### src/rtl/mole_game_controller.sv
// Whack-a-mole round controller: conditions the raw buttons, sequences IDLE/GAP/ACTIVE/HIT/OVER,
// picks mole positions from an LFSR and keeps a saturating score for combined_display.
module mole_game_controller #(
  parameter int         MOLE_TIME = 50_000_000,
  parameter int         GAP_TIME  = 10_000_000,
  parameter int         HIT_HOLD  = 25_000_000,
  parameter logic [7:0] LFSR_SEED = 8'hA5
) (
  input  logic       clk,
  input  logic       rst,
  input  logic       start_btn,
  input  logic       pause_sw,
  input  logic [4:0] whack_btn,
  input  logic       timer_done,
  output logic [2:0] oval_select,
  output logic       enable,
  output logic       correctwhack,
  output logic [3:0] score,
  output logic       pause,
  output logic       game_over
);

  localparam int MAX_AB = (MOLE_TIME > GAP_TIME) ? MOLE_TIME : GAP_TIME;
  localparam int MAX_T  = (MAX_AB > HIT_HOLD) ? MAX_AB : HIT_HOLD;
  localparam int CNT_W  = $clog2(MAX_T);

  // Counters load N-1 and leave the state on the cycle they read zero, giving N cycles of dwell.
  localparam logic [CNT_W-1:0] GAP_LD  = CNT_W'(GAP_TIME - 1);
  localparam logic [CNT_W-1:0] MOLE_LD = CNT_W'(MOLE_TIME - 1);
  localparam logic [CNT_W-1:0] HIT_LD  = CNT_W'(HIT_HOLD - 1);

  typedef enum logic [2:0] {
    S_IDLE   = 3'd0,
    S_GAP    = 3'd1,
    S_ACTIVE = 3'd2,
    S_HIT    = 3'd3,
    S_OVER   = 3'd4
  } state_t;

  state_t           state_q;
  logic [CNT_W-1:0] cnt_q;
  logic [7:0]       lfsr_q;
  logic [7:0]       lfsr_d;
  logic [2:0]       last_q;
  logic [2:0]       pick_d;

  logic       start_s1_q, start_s2_q, start_s3_q;
  logic       pause_s1_q, pause_s2_q;
  logic [4:0] whack_s1_q, whack_s2_q, whack_s3_q;

  logic       start_edge;
  logic [4:0] whack_edge;
  logic [4:0] hit_mask;
  logic       run_q;
  logic       frz;

  function automatic logic [3:0] sat_inc(input logic [3:0] v);
    return (v == 4'd15) ? v : v + 4'd1;
  endfunction

  // Never shows the same oval twice in a row: a repeat is bumped to the next oval, 5 wrapping to 1.
  function automatic logic [2:0] pick_oval(input logic [7:0] l, input logic [2:0] last);
    logic [2:0] c;
    c = 3'(l % 8'd5) + 3'd1;
    if (c == last) c = (c == 3'd5) ? 3'd1 : c + 3'd1;
    return c;
  endfunction

  // Input conditioning: two-flop synchronizers plus an edge-detect register
  always_ff @(posedge clk or posedge rst) begin
    if (rst) begin
      start_s1_q <= 1'b0;
      start_s2_q <= 1'b0;
      start_s3_q <= 1'b0;
      pause_s1_q <= 1'b0;
      pause_s2_q <= 1'b0;
      whack_s1_q <= 5'd0;
      whack_s2_q <= 5'd0;
      whack_s3_q <= 5'd0;
    end else begin
      start_s1_q <= start_btn;
      start_s2_q <= start_s1_q;
      start_s3_q <= start_s2_q;
      pause_s1_q <= pause_sw;
      pause_s2_q <= pause_s1_q;
      whack_s1_q <= whack_btn;
      whack_s2_q <= whack_s1_q;
      whack_s3_q <= whack_s2_q;
    end
  end

  assign start_edge = start_s2_q & ~start_s3_q;
  assign whack_edge = whack_s2_q & ~whack_s3_q;
  assign run_q      = (state_q == S_GAP) || (state_q == S_ACTIVE) || (state_q == S_HIT);
  assign frz        = pause_s2_q & run_q;
  assign lfsr_d     = {lfsr_q[6:0], lfsr_q[7] ^ lfsr_q[5] ^ lfsr_q[4] ^ lfsr_q[3]};
  assign pick_d     = pick_oval(lfsr_q, last_q);

  always_comb begin
    hit_mask = 5'd0;
    case (oval_select)
      3'd1:    hit_mask = 5'b00001;
      3'd2:    hit_mask = 5'b00010;
      3'd3:    hit_mask = 5'b00100;
      3'd4:    hit_mask = 5'b01000;
      3'd5:    hit_mask = 5'b10000;
      default: hit_mask = 5'd0;
    endcase
  end

  // Round state machine; every output is a register written alongside the state change
  always_ff @(posedge clk or posedge rst) begin
    if (rst) begin
      state_q      <= S_IDLE;
      cnt_q        <= '0;
      lfsr_q       <= LFSR_SEED;
      last_q       <= 3'd0;
      oval_select  <= 3'd0;
      enable       <= 1'b0;
      correctwhack <= 1'b0;
      score        <= 4'd0;
      pause        <= 1'b0;
      game_over    <= 1'b0;
    end else begin
      lfsr_q <= lfsr_d;
      // Mirrors s2(pause_sw) against the state being entered, so the output matches the internal freeze.
      pause  <= pause_s1_q & ((run_q & ~timer_done) | ((state_q == S_IDLE) & start_edge));

      case (state_q)
        S_IDLE: begin
          if (start_edge) begin
            state_q <= S_GAP;
            score   <= 4'd0;
            enable  <= 1'b1;
            cnt_q   <= GAP_LD;
          end
        end

        S_GAP, S_ACTIVE, S_HIT: begin
          if (timer_done) begin
            state_q      <= S_OVER;
            oval_select  <= 3'd0;
            enable       <= 1'b0;
            correctwhack <= 1'b0;
            game_over    <= 1'b1;
          end else if (!frz) begin
            case (state_q)
              S_GAP: begin
                if (cnt_q == '0) begin
                  state_q     <= S_ACTIVE;
                  oval_select <= pick_d;
                  last_q      <= pick_d;
                  cnt_q       <= MOLE_LD;
                end else begin
                  cnt_q <= cnt_q - CNT_W'(1);
                end
              end

              S_ACTIVE: begin
                if (whack_edge != 5'd0) begin
                  if (whack_edge == hit_mask) begin
                    state_q      <= S_HIT;
                    correctwhack <= 1'b1;
                    score        <= sat_inc(score);
                    cnt_q        <= HIT_LD;
                  end else begin
                    state_q     <= S_GAP;
                    oval_select <= 3'd0;
                    cnt_q       <= GAP_LD;
                  end
                end else if (cnt_q == '0) begin
                  state_q     <= S_GAP;
                  oval_select <= 3'd0;
                  cnt_q       <= GAP_LD;
                end else begin
                  cnt_q <= cnt_q - CNT_W'(1);
                end
              end

              default: begin
                if (cnt_q == '0) begin
                  state_q      <= S_GAP;
                  oval_select  <= 3'd0;
                  correctwhack <= 1'b0;
                  cnt_q        <= GAP_LD;
                end else begin
                  cnt_q <= cnt_q - CNT_W'(1);
                end
              end
            endcase
          end
        end

        S_OVER: begin
          state_q <= S_OVER;
        end

        default: begin
          state_q <= S_IDLE;
        end
      endcase
    end
  end

endmodule

### config.mk
export PLATFORM = sky130hd
export DESIGN_NAME = mole_game_controller
export DESIGN_NICKNAME = d
export VERILOG_FILES = /design/src/rtl/mole_game_controller.sv
export SDC_FILE = /design/constraint.sdc
export NUM_CORES = 1
export LEC_CHECK = 0
export ABC_AREA = 1
export BUFFER_PORTS_ARGS = -buffer_cell sky130_fd_sc_hd__buf_2
export CORE_MARGIN = 5
export CORE_UTILIZATION = 50
export DETAILED_ROUTE_END_ITERATION = 6
export PLACE_DENSITY = 0.67
export SLEW_MARGIN = 10
export SYNTH_ARGS = -nofsm -noshare
export SYNTH_HDL_FRONTEND = slang
export SYNTH_SLANG_ARGS = --single-unit
### constraint.sdc
create_clock -name clk -period 6.24 [get_ports clk]
set_input_delay 1.248 -clock clk [delete_from_list [all_inputs] [get_ports clk]]
set_output_delay 1.248 -clock clk [all_outputs]
set_load 0.02 [all_outputs]
== Word-level counts from Yosys, hierarchy flattened ==
Cells that the tools add are included.

* Flip-flop bits (word level): 71
* Word-level logic and storage cells: 127

* Add/subtract/negate cells: 4
* Divide/modulo/power cells: 1
* Eq/ne operators: 29
* Mux-type cells: 45
* Bitwise logic cells: 14
* Reduce and logical (&&, ||, !) cells: 16

{| class="wikitable"
|+ Operators by type and width
! cell !! count
|-
| 2-to-1 mux 26 bit || 6
|-
| case mux 26 bit (2 select lines) || 2
|-
| 2-to-1 mux 3 bit || 14
|-
| 2-to-1 mux 4 bit || 7
|-
| logical NOT 26 bit || 1
|-
| subtractor 26 x 1 -> 26 bit, second input constant || 1
|-
| 2-to-1 mux 25 bit || 1
|-
| case mux 5 bit (5 select lines) || 1
|-
| != test 2 bit, second input constant || 10
|-
| equality test 3 x 2 -> 1 bit, second input constant || 4
|-
| equality test 3 bit, second input constant || 4
|-
| case mux 3 bit (2 select lines) || 2
|-
| != test 3 x 2 -> 1 bit, second input constant || 3
|-
| case mux 3 bit (3 select lines) || 1
|-
| remainder unit 8 x 3 -> 8 bit, second input constant || 1
|-
| != test 4 bit, second input constant || 2
|-
| case mux 4 bit (2 select lines) || 1
|-
| AND reduction 4 bit || 2
|-
| AND reduction 8 bit || 1
|-
| 2-to-1 mux 1 bit || 7
|-
| adder 3 x 1 -> 3 bit, second input constant || 2
|-
| equality test 3 x 1 -> 1 bit, second input constant || 2
|-
| AND reduction 3 bit || 2
|-
| AND reduction 6 bit || 1
|-
| 21 further kinds || 31
|}

== Longest topological paths before layout ==
* Word-level depth: 9
* Mapped depth: 49
* Mapped depth without buffers: 49

== Least setup slack after synthesis ==
Ideal clock, no wire load.

* Path kind: reg2reg
* Start point: reg lfsr_q[5]
* End point: reg last_q[1]
* Setup time: 0.125 ns
* Arrival: 4.587 ns
* Required time: 6.115 ns
* Slack: 1.528 ns
* Stages on the path, launching flop included: 43
* Clock period less this slack: 4.712 ns
* Path through: dfstp_2 -> ha_1 -> or2_1 -> nand2_1 -> nand2_1 -> nand2_1 -> nand2_2 -> nand2_4 -> nand3_1 -> nand3_2 -> nand2_4 -> nand2_2 -> nand2_1 -> nand2_1 -> inv_2 -> nand2_2 -> nand3_2 -> nand2_2 -> [... 7 more ...] -> nand2_1 -> o21a_1 -> inv_1 -> ha_1 -> inv_1 -> nand3_4 -> nand4_2 -> nand2_1 -> nand2_2 -> inv_1 -> ha_1 -> xor2_1 -> nand3_1 -> clkinv_2 -> nand3_1 -> nand2_1 -> nand2_1 -> mux2_4

* Word-level cells in the longest chain between the ends: 5
* Elaborated cells between the ends (all ways): 7
* Those cells by class: 2 x add/sub; 1 x div; 2 x eq/ne; 2 x mux

{| class="wikitable"
|+ Ends and longest elaborated chain
! item !! RTL line !! source
|-
| start: declaration || 42 || <nowiki>logic [7:0] lfsr_q;</nowiki>
|-
| start signal: assignment || 125 || <nowiki>lfsr_q <= lfsr_d;</nowiki>
|-
| remainder unit 8 x 3 -> 8 bit (*) || 64 || <nowiki>c = 3'(l % 8'd5) + 3'd1;</nowiki>
|-
| adder 3 x 1 -> 3 bit (*) || 64 ||
|-
| adder 3 x 1 -> 3 bit or equality test 3 bit (tied branches) || 65 || <nowiki>if (c == last) c = (c == 3'd5) ? 3'd1 : c + 3'd1;</nowiki>
|-
| 2-to-1 mux 3 bit || 65 ||
|-
| 2-to-1 mux 3 bit (*) || 65 ||
|-
| end signal: assignment || 152 || <nowiki>last_q <= pick_d;</nowiki>
|-
| end: declaration || 44 || <nowiki>logic [2:0] last_q;</nowiki>
|}

Every way passes the cells marked *; elsewhere a longest branch is shown, timed or not.
A chain may end at the register's enable or synchronous reset.

== Worst setup path after layout ==
* Start point: reg lfsr_q[6]
* End point: reg oval_select[2]

* Word-level cells in the longest chain between the ends: 9
* Elaborated cells between the ends (all ways): 11
* Those cells by class: 2 x add/sub; 1 x div; 2 x eq/ne; 6 x mux

{| class="wikitable"
|+ Ends and longest elaborated chain
! item !! RTL line !! source
|-
| remainder unit 8 x 3 -> 8 bit (*) || 64 ||
|-
| adder 3 x 1 -> 3 bit (*) || 64 ||
|-
| adder 3 x 1 -> 3 bit or equality test 3 bit (tied branches) || 65 ||
|-
| 2-to-1 mux 3 bit || 65 ||
|-
| 2-to-1 mux 3 bit (*) || 65 ||
|-
| 2-to-1 mux 3 bit (*) || 149 || <nowiki>if (cnt_q == '0) begin</nowiki>
|-
| case mux 3 bit (2 select lines) (*) || 147 || <nowiki>case (state_q)</nowiki>
|-
| 2-to-1 mux 3 bit (*) || 146 || <nowiki>end else if (!frz) begin</nowiki>
|-
| 2-to-1 mux 3 bit (*) || 140 || <nowiki>if (timer_done) begin</nowiki>
|-
| end signal: assignment || 151 || <nowiki>oval_select <= pick_d;</nowiki>
|-
| end: declaration || 15 || <nowiki>output logic [2:0] oval_select,</nowiki>
|}

Every way passes the cells marked *; elsewhere a longest branch is shown, timed or not. The select of a mux whose other input is x is not followed.

==> results.py <==
metrics = {
    "routing": {
        "dr.max_layer_used": "met4",
        "vias_per_cell": 5.23,
        "via_count": 3834,
        "ant_nets": 0,
        "dr.pass1.iters": 5,
        "drt-met1-wl_mm": 4.35,
        "wl_met2_mm": 4.41,
        "dr_wl_met3_um": 295,
        "drc": 0,
        "drt-wirelength-per-cell_um": 12.6,
        "drt_iter0_drc": 206,
        "wl_mm": 9.26,
    },
    "power_and_ir_drop": {
        "p_per_area_nw_per_um2": 269,
        "irDropWorstVdd_mv": 0.223,
        "p_leak_uw": 0.00249,
    },
    "final_layout": {
        "syn2layout_area_growth_pct": 9.59,
        "layoutNonFillerInstCount": 733,
        "utilization_pct": 56.3,
        "finalNetCount": 640,
        "drive_above_1_share_pct": 17.1,
        "final_area_um2": 4930,
        "n_antenna_cell": 0,
    },
    "sta": {
        "max_slew_margin_pct": 42.3,
        "clock.fmax_ghz": 0.191,
        "tightest_slew_ns": 0.862,
        "rsz0062_at_grt": "false",
        "fin_setup_tns_ns": 0,
        "setup_viol": 0,
        "finalMaxSlewViolations": 0,
        "fin_ws_ns": 1.01,
        "layout_worst_path_cycle_share_pct": 83.9,
        "hold_viol_final": 0,
        "fin_skew_ns": 0.0108,
        "period_minus_slack_ns": 5.23,
    },
    "yosys": {
        "ys_ff_latch": 71,
        "yosysSeqAreaShare_pct": 39.6,
        "netlist_area_um2": 4500,
        "synth.distinct_cells": 46,
        "synth.yosys.warnings": 0,
        "synth_area_per_cell_um2": 7.64,
        "syn_inst": 589,
        "synth_fp_nets": 609,
    },
    "critical_path": {
        "critPathArrivalTime_ns": 5.52,
        "worstSetupPathType": "reg -> reg",
        "crit_top_cell": "nand2_1",
        "crit_path_start_kind": "register",
        "worst_path_max_delay_cell": "dfrtp_1",
        "end_kind": "register",
        "worst_path_largest_cell_delay_ns": 0.39,
        "r2r_cells": 39,
        "cp_data_required_time_ns": 6.53,
        "path_max_fanout": 5,
    },
    "grt": {
        "antenna_found_initial": 0,
        "grt_max_degree": 72,
        "overflow": 0,
        "track_usage_pct": 18.1,
        "grt_pass1_vias": 3785,
        "grt_pass1_wl_mm": 16.8,
    },
    "die": {
        "ios": 21,
        "dieWidth_um": 105,
        "num_rows": 34,
        "die_h_um": 105,
        "initial_utilization_pct": 51.3,
        "dieArea_um2": 11000,
        "core_um2": 8760,
    },
    "clock_tree": {
        "post-cts-setup-buffers": 0,
        "clock_latency_ns": 0.35,
        "htree_levels": 3,
        "cts_resized": 0,
        "cts_buffer_depth": 2,
        "cts_root_buf": "clkbuf_8",
        "cts_buffers": 9,
        "clock-sinks": 71,
        "cts_tree": "done",
        "cts_hold_buffers": 0,
        "clkSlewWorstSetupHoldPaths_ns": 0.09,
    },
    "run_status": {
        "status": "finished clean",
    },
    "placed_design": {
        "dp.cells": 717,
        "port_buffers": 20,
        "post-place-ws_ns": 1.04,
        "placed_area_um2": 4750,
        "dp_hpwl_mm": 7.02,
        "gp_congestion": 0.863,
    },
    "flow_run": {
        "cap_violations": 0,
    },
    "min_path": {
        "hold_depth": 0,
        "holdCritPathClass": "reg -> reg",
    },
}
cells by family (layout without fill, tap and decap cells):
| family | Yosys count | in the layout | share of synthesized area (%) |
|---|---|---|---|
| simple gates | 311 | 311 | 34.9 |
| buf+inv | 99 | 135 | 8.40 |
| compound gates | 73 | 73 | 9.34 |
| flops | 71 | 71 | 39.6 |
| xor+xnor | 24 | 24 | 4.67 |
| fa+ha+maj | 10 | 10 | 2.78 |
| mux | 1 | 1 | 0.334 |
critical path: cells and delay by family, from the launching register on:
family	cells	cell delay, ns
AND/OR/NAND/NOR	26	2.93
adder cells (fa/ha/maj)	4	0.84
buffers and inverters	6	0.42
AO/OA/AOI/OAI	2	0.47
flip-flops	1	0.39
XOR/XNOR	1	0.15
per-layer routing:
metal	global-route usage, %	vias to the layer above
li1	-	1966
met4	6.48	0
met3	3.51	20
met1	23.6	1786
met2	29.8	62
met5	0	-
stage by stage:
stage	total power (µW)	hold WS, ns
finish	1330	0.361
global route	1430	0.384
CTS	1340	0.363
detailed placement	983	0.336
global placement	974	0.332
floorplan	872	0.331
synthesized netlist by cell type (all sizes together):
cell / number / area (µm²)
nand2: 149 / 696
inv: 93 / 349
dfrtp: 67 / 1680
nor2: 67 / 273
nand3: 57 / 343
o21ai: 35 / 175
a21oi: 16 / 80.1
xor2: 15 / 131
nor3: 13 / 65.1
nand4: 12 / 109
ha: 10 / 125
xnor2: 9 / 78.8
nor4: 7 / 43.8
o22ai: 5 / 31.3
dfstp: 4 / 105
clkbuf: 3 / 11.3
clkinv: 3 / 17.5
o31ai: 3 / 22.5
or2: 3 / 18.8
a211oi: 2 / 15.0
nand3b: 2 / 15.0
o2111ai: 2 / 17.5
o21a: 2 / 15.0
o21bai: 2 / 15.0
a2111oi: 1 / 8.76
a21o: 1 / 7.51
a22o: 1 / 8.76
a31oi: 1 / 6.26
a32o: 1 / 10.0
and2: 1 / 6.26
mux2: 1 / 15.0
o211ai: 1 / 7.51
cell type report:
type | count | area (µm²)
fillers | 848 | 3830
multi-input cells | 419 | 2340
flip-flops and latches | 71 | 1780
inverters | 96 | 367
well taps | 108 | 135
clock buffers | 9 | 124
repair buffers | 23 | 123
clock inverters | 7 | 61.3
worst paths after layout:
kind,slack [ns],end,start
setup / recovery,1.01,oval_select[2],lfsr_q[6]
hold / removal,0.36,whack_s2_q[2],whack_s1_q[2]
hold reg to reg,0.36,whack_s2_q[2],whack_s1_q[2]
min in group asynchronous,1.14,whack_s2_q[2],rst
setup reg to reg,1.01,oval_select[2],lfsr_q[6]
max in group asynchronous,4.53,last_q[1],rst
state kept, by name, summed over array words and instances, names as in the netlist, 3 cells and up:
name         flops
cnt_q           26
whack_s1_q       5
state_q          3
score            4
oval_select      3
whack_s2_q       5
lfsr_q           8
whack_s3_q       5
last_q           3
where the power goes:
group | leakage, µW | switching [µW] | internal [µW] | total [µW]
Sequential | 0.000846 | 55.3 | 521 | 576
Combinational | 0.00155 | 272 | 128 | 400
Clock | 0.0000892 | 197 | 152 | 350
placed cells by master, fill, tap and decap left out, drive strengths merged, types with 3 or more instances in the layout:
cell    instances
nand3          57
dfrtp          67
o21ai          35
o22ai           5
xnor2           9
inv            98
clkinv          3
buf            23
nand2         149
dfstp           4
nor2           67
o31ai           3
ha             10
nor4            7
clkbuf          9
nand4          12
nor3           13
xor2           15
a21oi          16
or2             3
(Power assumes the default switching activity.)
